--- src/rtl/gpr_dump.sv ---
// rtl/gpr_dump.sv - register file readout engine streaming (index, value) beats
//
// Walks the inclusive register range [i_first_reg, i_last_reg] through one
// combinational read port of the register file and presents each register
// as one beat on a valid/ready stream.
//
// Ports:
//   i_clk        clock, all state updates on posedge
//   i_rst        asynchronous active-high reset
//   i_start      dump request, sampled only while idle
//   i_first_reg  first index of the range, sampled with i_start
//   i_last_reg   last index of the range (inclusive), sampled with i_start
//   o_rd_addr    register file read address
//   i_rd_data    combinational read data for o_rd_addr
//   o_out_valid  beat available on o_out_idx/o_out_data
//   i_out_ready  sink accepts the beat
//   o_out_idx    register index of the current beat
//   o_out_data   register value of the current beat
//   o_busy       high from start acceptance until the end of the done cycle
//   o_done       one-cycle pulse at the end of a dump
module gpr_dump #(
  parameter int NREG = 32,
  parameter int AW   = 5,
  parameter int DW   = 32
) (
  input  logic          i_clk,
  input  logic          i_rst,
  input  logic          i_start,
  input  logic [AW-1:0] i_first_reg,
  input  logic [AW-1:0] i_last_reg,
  output logic [AW-1:0] o_rd_addr,
  input  logic [DW-1:0] i_rd_data,
  output logic          o_out_valid,
  input  logic          i_out_ready,
  output logic [AW-1:0] o_out_idx,
  output logic [DW-1:0] o_out_data,
  output logic          o_busy,
  output logic          o_done
);

  typedef enum logic [1:0] {
    S_IDLE = 2'd0,
    S_LOAD = 2'd1,
    S_SEND = 2'd2,
    S_DONE = 2'd3
  } state_t;

  state_t        r_state;
  state_t        w_next;
  logic [AW-1:0] r_last;
  logic [AW-1:0] r_rd_addr;
  logic [AW-1:0] r_out_idx;
  logic [DW-1:0] r_out_data;
  logic          r_out_valid;
  logic          w_range_ok;
  logic          w_at_end;
  logic          w_busy;
  logic          w_done;

  assign w_range_ok = (i_first_reg <= i_last_reg);
  // Termination is an equality compare so the index never increments past the
  // last register; the top-of-file compare only matters for an out-of-range Last.
  assign w_at_end   = (r_out_idx == r_last) || (r_out_idx == AW'(NREG - 1));

  always_ff @(posedge i_clk or posedge i_rst) begin
    if (i_rst) begin
      r_state <= S_IDLE;
    end else begin
      r_state <= w_next;
    end
  end

  always_comb begin
    w_next = r_state;
    w_busy = 1'b1;
    w_done = 1'b0;
    case (r_state)
      S_IDLE: begin
        w_busy = 1'b0;
        if (i_start) begin
          w_next = w_range_ok ? S_LOAD : S_DONE;
        end
      end
      S_LOAD: w_next = S_SEND;
      S_SEND: begin
        if (i_out_ready) begin
          w_next = w_at_end ? S_DONE : S_LOAD;
        end
      end
      S_DONE: begin
        w_done = 1'b1;
        w_next = S_IDLE;
      end
      default: w_next = S_IDLE;
    endcase
  end

  always_ff @(posedge i_clk or posedge i_rst) begin
    if (i_rst) begin
      r_last      <= '0;
      r_rd_addr   <= '0;
      r_out_idx   <= '0;
      r_out_data  <= '0;
      r_out_valid <= 1'b0;
    end else begin
      case (r_state)
        S_IDLE: begin
          if (i_start) begin
            r_last <= i_last_reg;
            if (w_range_ok) begin
              r_rd_addr <= i_first_reg;
            end
          end
        end
        S_LOAD: begin
          // Sampled at this edge: a write landing on the same edge is not seen.
          r_out_data  <= i_rd_data;
          r_out_idx   <= r_rd_addr;
          r_out_valid <= 1'b1;
        end
        S_SEND: begin
          if (i_out_ready) begin
            r_out_valid <= 1'b0;
            if (!w_at_end) begin
              r_rd_addr <= r_out_idx + 1'b1;
            end
          end
        end
        default: ;
      endcase
    end
  end

  assign o_rd_addr   = r_rd_addr;
  assign o_out_valid = r_out_valid;
  assign o_out_idx   = r_out_idx;
  assign o_out_data  = r_out_data;
  assign o_busy      = w_busy;
  assign o_done      = w_done;

endmodule

--- config.mk ---
export PLATFORM = sky130hd
export DESIGN_NAME = gpr_dump
export DESIGN_NICKNAME = d
export VERILOG_FILES = /design/src/rtl/gpr_dump.sv
export SDC_FILE = /design/constraint.sdc
export NUM_CORES = 1
export LEC_CHECK = 0
export CAP_MARGIN = 20
export CORE_MARGIN = 2
export CORE_UTILIZATION = 40
export CTS_CLUSTER_DIAMETER = 120
export DETAILED_ROUTE_END_ITERATION = 10
export PLACE_DENSITY = 0.8
export SLEW_MARGIN = 20
export SYNTH_ARGS = -nofsm -noshare
export SYNTH_HDL_FRONTEND = slang
export SYNTH_SLANG_ARGS = --single-unit
--- constraint.sdc ---
create_clock -name i_clk -period 2 [get_ports i_clk]
set_clock_uncertainty 0.05 [all_clocks]
set_input_delay 0.2 -clock i_clk [delete_from_list [all_inputs] [get_ports i_clk]]
set_output_delay 0.2 -clock i_clk [all_outputs]
set_load 0.03 [all_outputs]
Yosys cells after proc, flatten, opt, wreduce, memory -nomap -nowiden
Index checks and enable logic that the tools add are counted.

word-level totals
  bits in registers = 50
  input port bits = 46
  output and inout bits = 45
  logic and storage cells = 39

cells by class
  add/sub/neg operators = 1
  order comparisons = 1
  eq/ne operators = 9
  multiplexer cells = 14
  reductions and logical operators = 8

operators by type and width
  cell                                                              number
  5-bit 2-to-1 mux                                                  4
  5-bit one-hot mux with 2 select lines                             1
  2-bit 2-to-1 mux                                                  4
  2-bit != test (second input constant)                             4
  2-bit one-hot mux with 4 select lines                             1
  2-bit AND reduction                                               3
  5-bit by 1-bit adder with 5-bit output (second input constant)    1
  5-bit == test                                                     1
  5-bit == test (second input constant)                             1
  5-bit less-or-equal comparator                                    1
  5-bit AND reduction                                               1
  2-bit == test (second input constant)                             2
  2-bit nonzero test                                                2
  1-bit 2-to-1 mux                                                  3
  2-bit by 1-bit == test with 1-bit output (second input constant)  1
  2-bit logical NOT                                                 1
  1-bit one-hot mux with 2 select lines                             1
  1-bit logical OR                                                  1

Logic depth before layout (Yosys ltp)
Gate-level depths: netlist (run 1).

  depth after elaboration = 5
  depth in mapped cells = 7
  mapped depth without buffers = 7

Worst setup path after synthesis (run 1)
OpenSTA, ideal clock, no wires.

  path kind = register to register
  from = register r_out_idx[0], in the netlist o_out_idx[0]
  to = register r_rd_addr[0], in the netlist o_rd_addr[0]
  setup time = 0.125 ns
  data arrival time = 1.835 ns
  required time = 1.825 ns
  path slack = -0.010 ns
  cell stages (with the launch flop) = 7
  path buffers = 0
  clock period less this slack = 2.010 ns
  cells stage by stage = dfrtp_1 > ha_1 > and3_1 > ha_1 > a22oi_4 > nand3_4 > mux2_4

on the way
  cells in the longest elaborated chain, start to end = 4
  elaborated cells on any way between the ends = 9
  classes of those cells = add/sub (1); eq/ne (3); mux (3); reduce/logical (2)

ends and longest elaborated chain
  item                                                                                 line     text
  from (decl)                                                                          52       logic [AW-1:0] r_out_idx;
  from (signal assigned)                                                               118      r_out_idx <= r_rd_addr;
  5-bit by 1-bit adder with 5-bit output / 5-bit == test (equally long branches)       125, 63
  5-bit 2-to-1 mux / 1-bit logical OR (equally long branches)                          124, 63
  5-bit 2-to-1 mux / 2-bit != test (equally long branches)                             --
  5-bit one-hot mux with 2 select lines / 5-bit AND reduction (equally long branches)  --
  to (signal assigned)                                                                 111      r_rd_addr <= i_first_reg;
  to (signal assigned)                                                                 125      r_rd_addr <= r_out_idx + 1'b1;
  to (decl)                                                                            51       logic [AW-1:0] r_rd_addr;

Parallel ways exist; a longest one is shown, timed or not. The select of a mux whose other input is x is not followed.
A chain may end at the register's enable or synchronous reset.

Final worst setup path (run 1)
  from = register r_out_idx[0], in the netlist o_out_idx[0]
  to = register r_rd_addr[1], in the netlist o_rd_addr[1]

Same word-level chain as after synthesis.

==> flow_metrics.py, run 1 <==
metrics = {
    "power": {
        "ir_worst_vdd_mv": 0.862,
        "switchingPower_uw": 2420,
        "clkPwrFrac": 0.102,
        "swShare": 0.409,
        "comb_power_share": 0.577,
        "seqPwrFrac": 0.321,
        "total_power_uw": 5920,
        "power.leakage_uw": 0.00150,
        "p_per_area_nw_per_um2": 1730,
        "p_int_uw": 3500,
    },
    "timing": {
        "rsz0062_at_grt": "no",
        "maxSlewViolCount": 0,
        "finalCriticalPeriod_ps": 1900,
        "fin_tns_setup_ps": 0,
        "worst_slack_ps": 95.8,
        "max_freq_mhz": 525,
        "period_share": 0.952,
        "worst_slew_pin_slew_ps": 534,
        "setup_viol": 0,
        "slew_headroom": 0.643,
        "finalHoldViolCount": 0,
    },
    "synth": {
        "synth-edff-count": 0,
        "netlist.area_leader.share": 0.552,
        "syn_nets": 215,
        "syn_avg_cell_area_um2": 14.0,
        "netlist_instances": 162,
        "synth_cell_types": 30,
        "synth_top_area_cell": "dfrtp_1",
        "yosysMostFrequentCell": "dfrtp_1",
        "yosysWarnings": 0,
        "synthArstFlopShare": 1.00,
        "synth-main-ff-cell": "dfrtp_1",
        "synth_seq_cells": 50,
        "ys_top_cells_by_area": "dfrtp_1 (55%), mux2_2 (21%), ha_1 (3.9%)",
        "netlist_area_um2": 2270,
        "ys_seq_area_frac": 0.552,
        "netlist_top_cells_count": "dfrtp_1 (50), mux2_2 (42), nand2_1 (10), inv_1 (9), ha_1 (7)",
    },
    "cts": {
        "htree_levels": 2,
        "clock_sinks": 50,
        "clk_path_buf_depth": 2,
        "cts.clk_slew.worst_paths_ps": 90,
        "cts_root_buffer": "clkbuf_8",
        "tritoncts": "built",
        "clock_latency_ps": 300,
        "ctsHoldBuffers": 0,
        "cts_resized": 0,
        "post_cts_buffers": 0,
        "numCtsBuffers": 5,
    },
    "route": {
        "wl_mm": 4.90,
        "ant_nets": 0,
        "vias": 1633,
        "wl_met1_mm": 2.09,
        "wire_per_inst_um": 14.6,
        "firstDrtPassIters": 4,
        "met3_wirelength_um": 393,
        "drt_iter0_markers": 53,
        "dr.max_layer_used": "met4",
        "routed_via_density": 4.86,
        "drc_errors": 0,
        "wl_met2_mm": 2.36,
    },
    "critical_path": {
        "path_max_fanout": 5,
        "r2r_cells": 6,
        "end_kind": "flip-flop",
        "timing_worst_setup_path_type": "flip-flop to flip-flop",
        "required_ps": 2140,
        "arrival_ps": 2050,
        "startpoint_type": "flip-flop",
    },
    "layout": {
        "ff_latch_area_um2": 1250,
        "fillers": 459,
        "fin_area_um2": 3410,
        "antenna_cells": 0,
        "multiInputGateArea_um2": 952,
        "nets": 316,
        "drive_gt1_frac": 0.277,
        "syn_to_final_growth_pct": 50.7,
    },
    "placed_design": {
        "dpl_cell_area_um2": 3320,
        "hpwlAfterDp_mm": 3.60,
        "place.gp.congestion": 0.765,
        "numPortBuffers": 90,
        "preCtsSetupSlack_ps": -177,
    },
    "grt": {
        "grt_pass1_vias": 1724,
        "grt_antenna_before_repair": 0,
        "grt_pass1_wl_mm": 7.98,
        "grt_max_degree": 40,
        "overflow": 0,
        "grt_usage": 0.166,
    },
    "floorplanning": {
        "dieArea_um2": 6280,
        "die_y_um": 79.3,
        "core-area_um2": 5470,
        "die_w_um": 79.3,
        "io_pins": 91,
        "rows": 27,
        "start_util": 0.414,
    },
    "status": {
        "outcome": "finished, final reports clean",
    },
    "hold_path": {
        "hp-class": "input port to asynchronous set/reset pin",
    },
    "job": {
        "drv_cap": 0,
    },
}
flip-flops by register name, summed over array words and instances (netlist names):
register and count:
o_rd_addr 5, r_last 5, o_out_data 32, o_out_valid 1, r_state 2, o_out_idx 5
per-layer routing:
layer | vias up | track usage
li1 | 757 | -
met1 | 811 | 0.207
met2 | 60 | 0.265
met3 | 5 | 0.0568
met4 | 0 | 0.0638
met5 | - | 0
cells in the final DEF (no fill, tap or decap), drive strengths merged, types with 4 or more instances in the layout:
| master | n |
|---|---|
| clkdlybuf4s50 | 90 |
| dfrtp | 50 |
| mux2 | 47 |
| nand2 | 10 |
| inv | 9 |
| buf | 9 |
| ha | 7 |
| clkbuf | 7 |
| xor2 | 6 |
| nor2 | 4 |
| a21oi | 4 |
| o21ai | 4 |
power by group through the flow:
stage | combinational [uW] | clock (uW) | sequential [uW]
after floorplan | 1230 | 0 | 2770
final | 3420 | 603 | 1900
after CTS | 3460 | 623 | 1900
after global routing | 3620 | 671 | 1990
after detailed placement | 3450 | 0 | 1920
after global placement | 3410 | 0 | 1890
through the flow:
step	util	cells	hold slack (ps)
finish	0.624	336	178
global route	0.624	336	208
floorplan	-	162	235
global placement	0.607	328	438
CTS	0.624	336	185
detailed placement	0.607	328	445
layout make-up:
cell class	instances	area share
sequential	50	0.367
timing repair buffer	99	0.291
inverter	9	0.00989
clock inverter	1	0.00147
multi-input combinational	98	0.279
tap	72	0.0264
clock buffer	7	0.0253
path summary, 6_finish.rpt:
check                            endpoint  slack (ps)           from
max                          o_rd_addr[1]         100   o_out_idx[0]
min                        o_out_data[16]         180          i_rst
max reg2reg                  o_rd_addr[1]         100   o_out_idx[0]
min reg2reg                 o_out_data[6]         460  o_out_data[6]
max in group asynchronous      r_state[1]        1190          i_rst
min in group i_clk         o_out_data[30]         460  i_rd_data[30]
critical path, stage by stage, from the launching register on:
cell and delay [ps]:
dfrtp_2 410, ha_1 220, and3_1 190, ha_1 200
a22oi_4 230, nand3_4 160, mux2_4 330
kinds of logic (layout without fill, tap and decap cells):
kind of cell / count (synthesis) / count (layout) / share of synthesized area
buf+inv: 14 / 116 / 0.0298
compound gates: 12 / 12 / 0.0381
mux: 48 / 48 / 0.246
flops: 50 / 50 / 0.552
fa+ha+maj: 7 / 7 / 0.0387
xor+xnor: 7 / 7 / 0.0337
simple gates: 24 / 24 / 0.0613
Power figures use the tool's default switching activity.
==> run 2, diff against run 1 <==
clock period = 1.78 ns   (was 2 ns; I/O delays follow)
==> run 2 against run 1 <==
Effect of this change:
- the flow now finishes with violations (setup timing)
- sequential cell count unchanged
- non-clock buffer count increased by 8
- critical path depth did not move
- hold slack worse by 72 ps
==> flow_metrics.py, run 2 (synthesis results as in run 1) <==
metrics = {
    "cts": {
        "tritoncts": "built",
        "htree_levels": 2,
        "clk_path_buf_depth": 2,
        "cts.clk_slew.worst_paths_ps": 90,
        "clock_latency_ps": 300,
        "cts_root_buffer": "clkbuf_8",
        "clock_sinks": 50,
        "numCtsBuffers": 5,
    },
    "route": {
        "routed_via_density": 4.71,
        "drc_errors": 0,
        "ant_nets": 0,
        "wl_mm": 4.99,
        "wire_per_inst_um": 14.5,
        "firstDrtPassIters": 4,
        "vias": 1621,
        "drt_iter0_markers": 43,
    },
    "floorplanning": {
        "die_w_um": 79.3,
        "rows": 27,
        "io_pins": 91,
        "core-area_um2": 5470,
        "die_y_um": 79.3,
        "dieArea_um2": 6280,
        "start_util": 0.414,
    },
    "job": {
        "drv_cap": 0,
    },
    "timing": {
        "rsz0062_at_grt": "yes",
        "maxSlewViolCount": 0,
        "setup_viol": 5,
        "worst_slew_pin_slew_ps": 356,
        "period_share": 1.01,
        "slew_headroom": 0.762,
        "max_freq_mhz": 556,
        "finalHoldViolCount": 0,
        "worst_slack_ps": -19.4,
        "whs_ps": 106,
        "finalCriticalPeriod_ps": 1800,
    },
    "power": {
        "switchingPower_uw": 2760,
        "clkPwrFrac": 0.097,
        "swShare": 0.411,
        "comb_power_share": 0.587,
        "power.leakage_uw": 0.00160,
        "p_int_uw": 3970,
        "seqPwrFrac": 0.317,
        "ir_worst_vdd_mv": 0.944,
        "p_per_area_nw_per_um2": 1900,
    },
    "layout": {
        "drive_gt1_frac": 0.335,
        "layout_common_cells": "clkdlybuf4s50_1 (81), dfrtp_1 (48), mux2_2 (42), buf_4 (16), nand2_1 (10)",
        "nets": 324,
        "largest_reg_flops": 32,
        "antenna_cells": 0,
        "final_common_cell": "clkdlybuf4s50_1",
        "syn_to_final_growth_pct": 56.5,
        "stdcell_count": 344,
    },
    "placed_design": {
        "post-place-cells": 334,
        "place.gp.congestion": 0.773,
        "preCtsSetupSlack_ps": -379,
        "numPortBuffers": 90,
        "hpwlAfterDp_mm": 3.71,
    },
    "grt": {
        "grt_antenna_before_repair": 0,
        "grt_pass1_wl_mm": 7.91,
        "grt_usage": 0.163,
        "grt_pass1_vias": 1681,
        "grt_max_degree": 51,
        "overflow": 0,
    },
    "critical_path": {
        "reg2reg_to": "o_rd_addr[3]",
        "required_ps": 1910,
        "arrival_ps": 1930,
        "startpoint_type": "flip-flop",
        "timing_worst_setup_path_type": "flip-flop to flip-flop",
        "reg2reg_slack_ps": -20,
        "path_max_fanout": 5,
        "end_kind": "flip-flop",
        "crit-reg2reg-launch": "o_out_idx[0]",
        "r2r_cells": 6,
    },
    "hold_path": {
        "whs_path_depth": 2,
        "hp-class": "input port to flip-flop",
        "min_from": "i_last_reg[1]",
        "hold_end": "r_last[1]",
    },
    "status": {
        "violations": "setup timing",
        "outcome": "finished with violations",
    },
}
==> run 2: timing repair <==
action                     4_1_cts  5_1_grt
resized for setup                2       14
buffers inserted                 1        1
pin swaps                        3        5
hold buffers                     0        0
setup endpoints to repair        7        8
==> run 2: layout make-up <==
type	count	area (um^2)
sequential	50	1250
tap	72	90.1
clock inverter	2	13.8
inverter	9	33.8
timing repair buffer	107	1060
multi-input combinational	98	1030
clock buffer	6	72.6
fill	446	1930
==> run 2: through the flow <==
step	instance area, um^2	util	power, uW	TNS, ps
after floorplan	2300	-	4530	-358
after global placement	3390	0.619	6020	-1900
after detailed placement	3390	0.619	6130	-2140
after CTS	3480	0.635	6790	-128
after global routing	3550	0.648	7130	-406
final	3550	0.648	6730	-76.5
==> run 2: per-layer routing <==
metal,track usage,vias to the layer above,routed length (um)
li1,-,776,-
met1,0.205,785,2180
met2,0.276,54,2470
met3,0.0398,6,279
met4,0.0569,0,62
met5,0,-,0
==> run 2: power groups by stage <==
stage | combinational (uW) | sequential [uW] | clock [uW]
2_1_floorplan | 1400 | 3130 | 0
3_3_place_gp | 3900 | 2120 | 0
3_5_place_dp | 3980 | 2150 | 0
4_1_cts | 3980 | 2130 | 682
5_1_grt | 4190 | 2210 | 737
6_report | 3950 | 2130 | 650
==> run 2: worst max-delay path by stage <==
| stage | start | to | slack [ps] |
|---|---|---|---|
| floorplan | o_out_idx[1] | o_rd_addr[1] | -70 |
| global placement | i_last_reg[2] | o_rd_addr[4] | -330 |
| detailed placement | i_last_reg[4] | o_rd_addr[0] | -380 |
| CTS | o_out_idx[0] | o_rd_addr[3] | -30 |
| global route | o_out_idx[1] | o_rd_addr[4] | -80 |
| finish | o_out_idx[0] | o_rd_addr[3] | -20 |
==> run 2: worst max-delay path: stages, from the launching register on <==
cell     delay [ps]
dfrtp_2         440
ha_4            170
and3_4          180
ha_4            160
a22oi_4         210
nand3_4         150
mux2_4          330
==> run 3, diff against run 2 <==
--- a/config.mk
+++ b/config.mk
@@ -12,4 +12,5 @@
 export DETAILED_ROUTE_END_ITERATION = 10
 export PLACE_DENSITY = 0.8
+export RECOVER_POWER = 100
 export SLEW_MARGIN = 20
 export SYNTH_ARGS = -nofsm -noshare
--- a/constraint.sdc
+++ b/constraint.sdc
@@ -3,3 +3,3 @@
 set_input_delay 0.178 -clock i_clk [delete_from_list [all_inputs] [get_ports i_clk]]
 set_output_delay 0.178 -clock i_clk [all_outputs]
-set_load 0.03 [all_outputs]
+set_load 0.02 [all_outputs]
==> run 3 against run 2 <==
Effect of this change:
- critical endpoint unchanged
- cell area is 0.99% lower
- the run still ends with setup timing left
- die area is the same
- sequential cell count unchanged
- routed wire length fell by 0.44%
- count of clock-buffer cells in the layout is the same
- register-to-register slack is essentially flat
- critical path depth did not move
- global-route usage is the same
- combinational power decreased by 15%
- largest cell class unchanged
- clock power barely moved
==> flow_metrics.py, run 3 (synthesis results as in run 1) <==
metrics = {
    "route": {
        "vias": 1623,
        "firstDrtPassIters": 4,
        "wire_per_inst_um": 14.4,
        "drc_errors": 0,
        "routed_via_density": 4.72,
        "met3_wirelength_um": 293,
        "wl_mm": 4.97,
        "wl_met2_mm": 2.46,
        "dr.max_layer_used": "met4",
        "ant_nets": 0,
        "wl_met1_mm": 2.14,
        "drt_iter0_markers": 39,
    },
    "layout": {
        "layout_common_cells": "dfrtp_1 (47), mux2_2 (42), clkdlybuf4s50_1 (42), dlygate4sd3_1 (41), buf_4 (12)",
        "drive_gt1_frac": 0.331,
        "largest_reg_flops": 32,
        "stdcell_count": 344,
        "antenna_cells": 0,
        "final_common_cell": "dfrtp_1",
        "syn_to_final_growth_pct": 54.9,
        "nets": 324,
        "fillers": 451,
    },
    "cts": {
        "numCtsBuffers": 5,
        "clk_path_buf_depth": 2,
        "ctsHoldBuffers": 0,
        "tritoncts": "built",
        "clock_latency_ps": 300,
        "htree_levels": 2,
        "cts_root_buffer": "clkbuf_8",
        "cts.clk_slew.worst_paths_ps": 90,
        "clock_sinks": 50,
    },
    "placed_design": {
        "post-place-cells": 334,
        "hpwlAfterDp_mm": 3.71,
        "place.gp.congestion": 0.773,
        "numPortBuffers": 90,
        "preCtsSetupSlack_ps": -379,
    },
    "critical_path": {
        "reg2reg_slack_ps": -20,
        "startpoint_type": "flip-flop",
        "crit_chain": "ha_4, and3_4, ha_4, a22oi_4, nand3_4, mux2_4",
        "timing_worst_setup_path_type": "flip-flop to flip-flop",
        "arrival_ps": 1930,
        "reg2reg_to": "o_rd_addr[3]",
        "path_common_cell": "ha_4",
        "crit_path_start": "o_out_idx[1]",
        "cp-endpoint": "o_rd_addr[3]",
        "path_max_fanout": 5,
        "cp_top_family": "flip-flops",
        "path_depth": 6,
        "cp_num_buf_inv": 0,
        "crit_slowest_cell": "dfrtp_2",
        "end_kind": "flip-flop",
        "required_ps": 1910,
        "crit-reg2reg-launch": "o_out_idx[1]",
        "r2r_cells": 6,
        "cpPeakStageDelay_ps": 440,
    },
    "timing": {
        "max_freq_mhz": 556,
        "setup_viol": 5,
        "worst_slack_ps": -19.7,
        "maxSlewViolCount": 0,
        "whs_ps": 106,
        "period_share": 1.01,
        "worst_slew_pin_slew_ps": 1220,
        "slew_headroom": 0.184,
        "finalHoldViolCount": 0,
        "finalCriticalPeriod_ps": 1800,
        "rsz0062_at_grt": "yes",
    },
    "hold_path": {
        "min_from": "i_last_reg[1]",
        "hp-class": "input port to flip-flop",
    },
    "grt": {
        "grt_antenna_before_repair": 0,
        "grt_max_degree": 51,
        "grt_pass1_vias": 1681,
        "grt_usage": 0.163,
        "grt_pass1_wl_mm": 7.91,
        "overflow": 0,
    },
    "floorplanning": {
        "core-area_um2": 5470,
        "start_util": 0.414,
        "dieArea_um2": 6280,
        "io_pins": 91,
        "die_w_um": 79.3,
        "die_y_um": 79.3,
        "rows": 27,
    },
    "job": {
        "drv_cap": 0,
    },
    "power": {
        "p_per_area_nw_per_um2": 1740,
        "power.leakage_uw": 0.00157,
        "total_power_uw": 6110,
        "ir_worst_vdd_mv": 0.828,
    },
    "status": {
        "violations": "setup timing",
        "outcome": "finished with violations",
    },
}
## run 3: cell type report
| type | instances | area [um^2] | area share |
|---|---|---|---|
| Clock buffer | 6 | 72.6 | 0.0207 |
| Sequential cell | 50 | 1250 | 0.357 |
| Multi-Input combinational cell | 98 | 1030 | 0.292 |
| Timing Repair Buffer | 107 | 1020 | 0.290 |
| Tap cell | 72 | 90.1 | 0.0257 |
| Clock inverter | 2 | 13.8 | 0.00392 |
| Inverter | 9 | 33.8 | 0.00962 |
## run 3: worst min path at each step
stage | endpoint | slack, ps | cells after the start
finish | r_last[1] | 110 | 2
global route | r_last[1] | 120 | 2
CTS | o_out_data[8] | 180 | 3
detailed placement | o_out_data[16] | 440 | 1
global placement | o_out_data[21] | 440 | 1
floorplan | o_out_valid | 210 | 1
## run 3: worst reg2reg max path: stages, from the launching register on
cell and delay (ps):
dfrtp_2 440, ha_4 170, and3_4 180, ha_4 160, a22oi_4 210, nand3_4 150
mux2_4 330
## run 3: per-layer routing
metal  vias to the layer above  GRT usage
met5                         -          0
met4                         0     0.0569
met3                         9     0.0398
met2                        57      0.276
met1                       780      0.205
li1                        777          -
## run 3: metrics by stage
stage,area (um^2),TNS (ps),utilization
after floorplan,2300,-207,-
after global placement,3390,-1900,0.619
after detailed placement,3390,-2140,0.619
after CTS,3480,-129,0.636
after global routing,3510,-419,0.642
final,3510,-78.4,0.642
## run 3: power by group
group	internal, uW	switching [uW]
clock network	278	374
registers	1730	382
logic	1760	1580
total	3770	2340
## run 3: repair_timing
item                       CTS  global route
setup endpoints to repair    7             7
gates resized for setup      2            13
setup buffers                1             1
pin swaps                    3             5
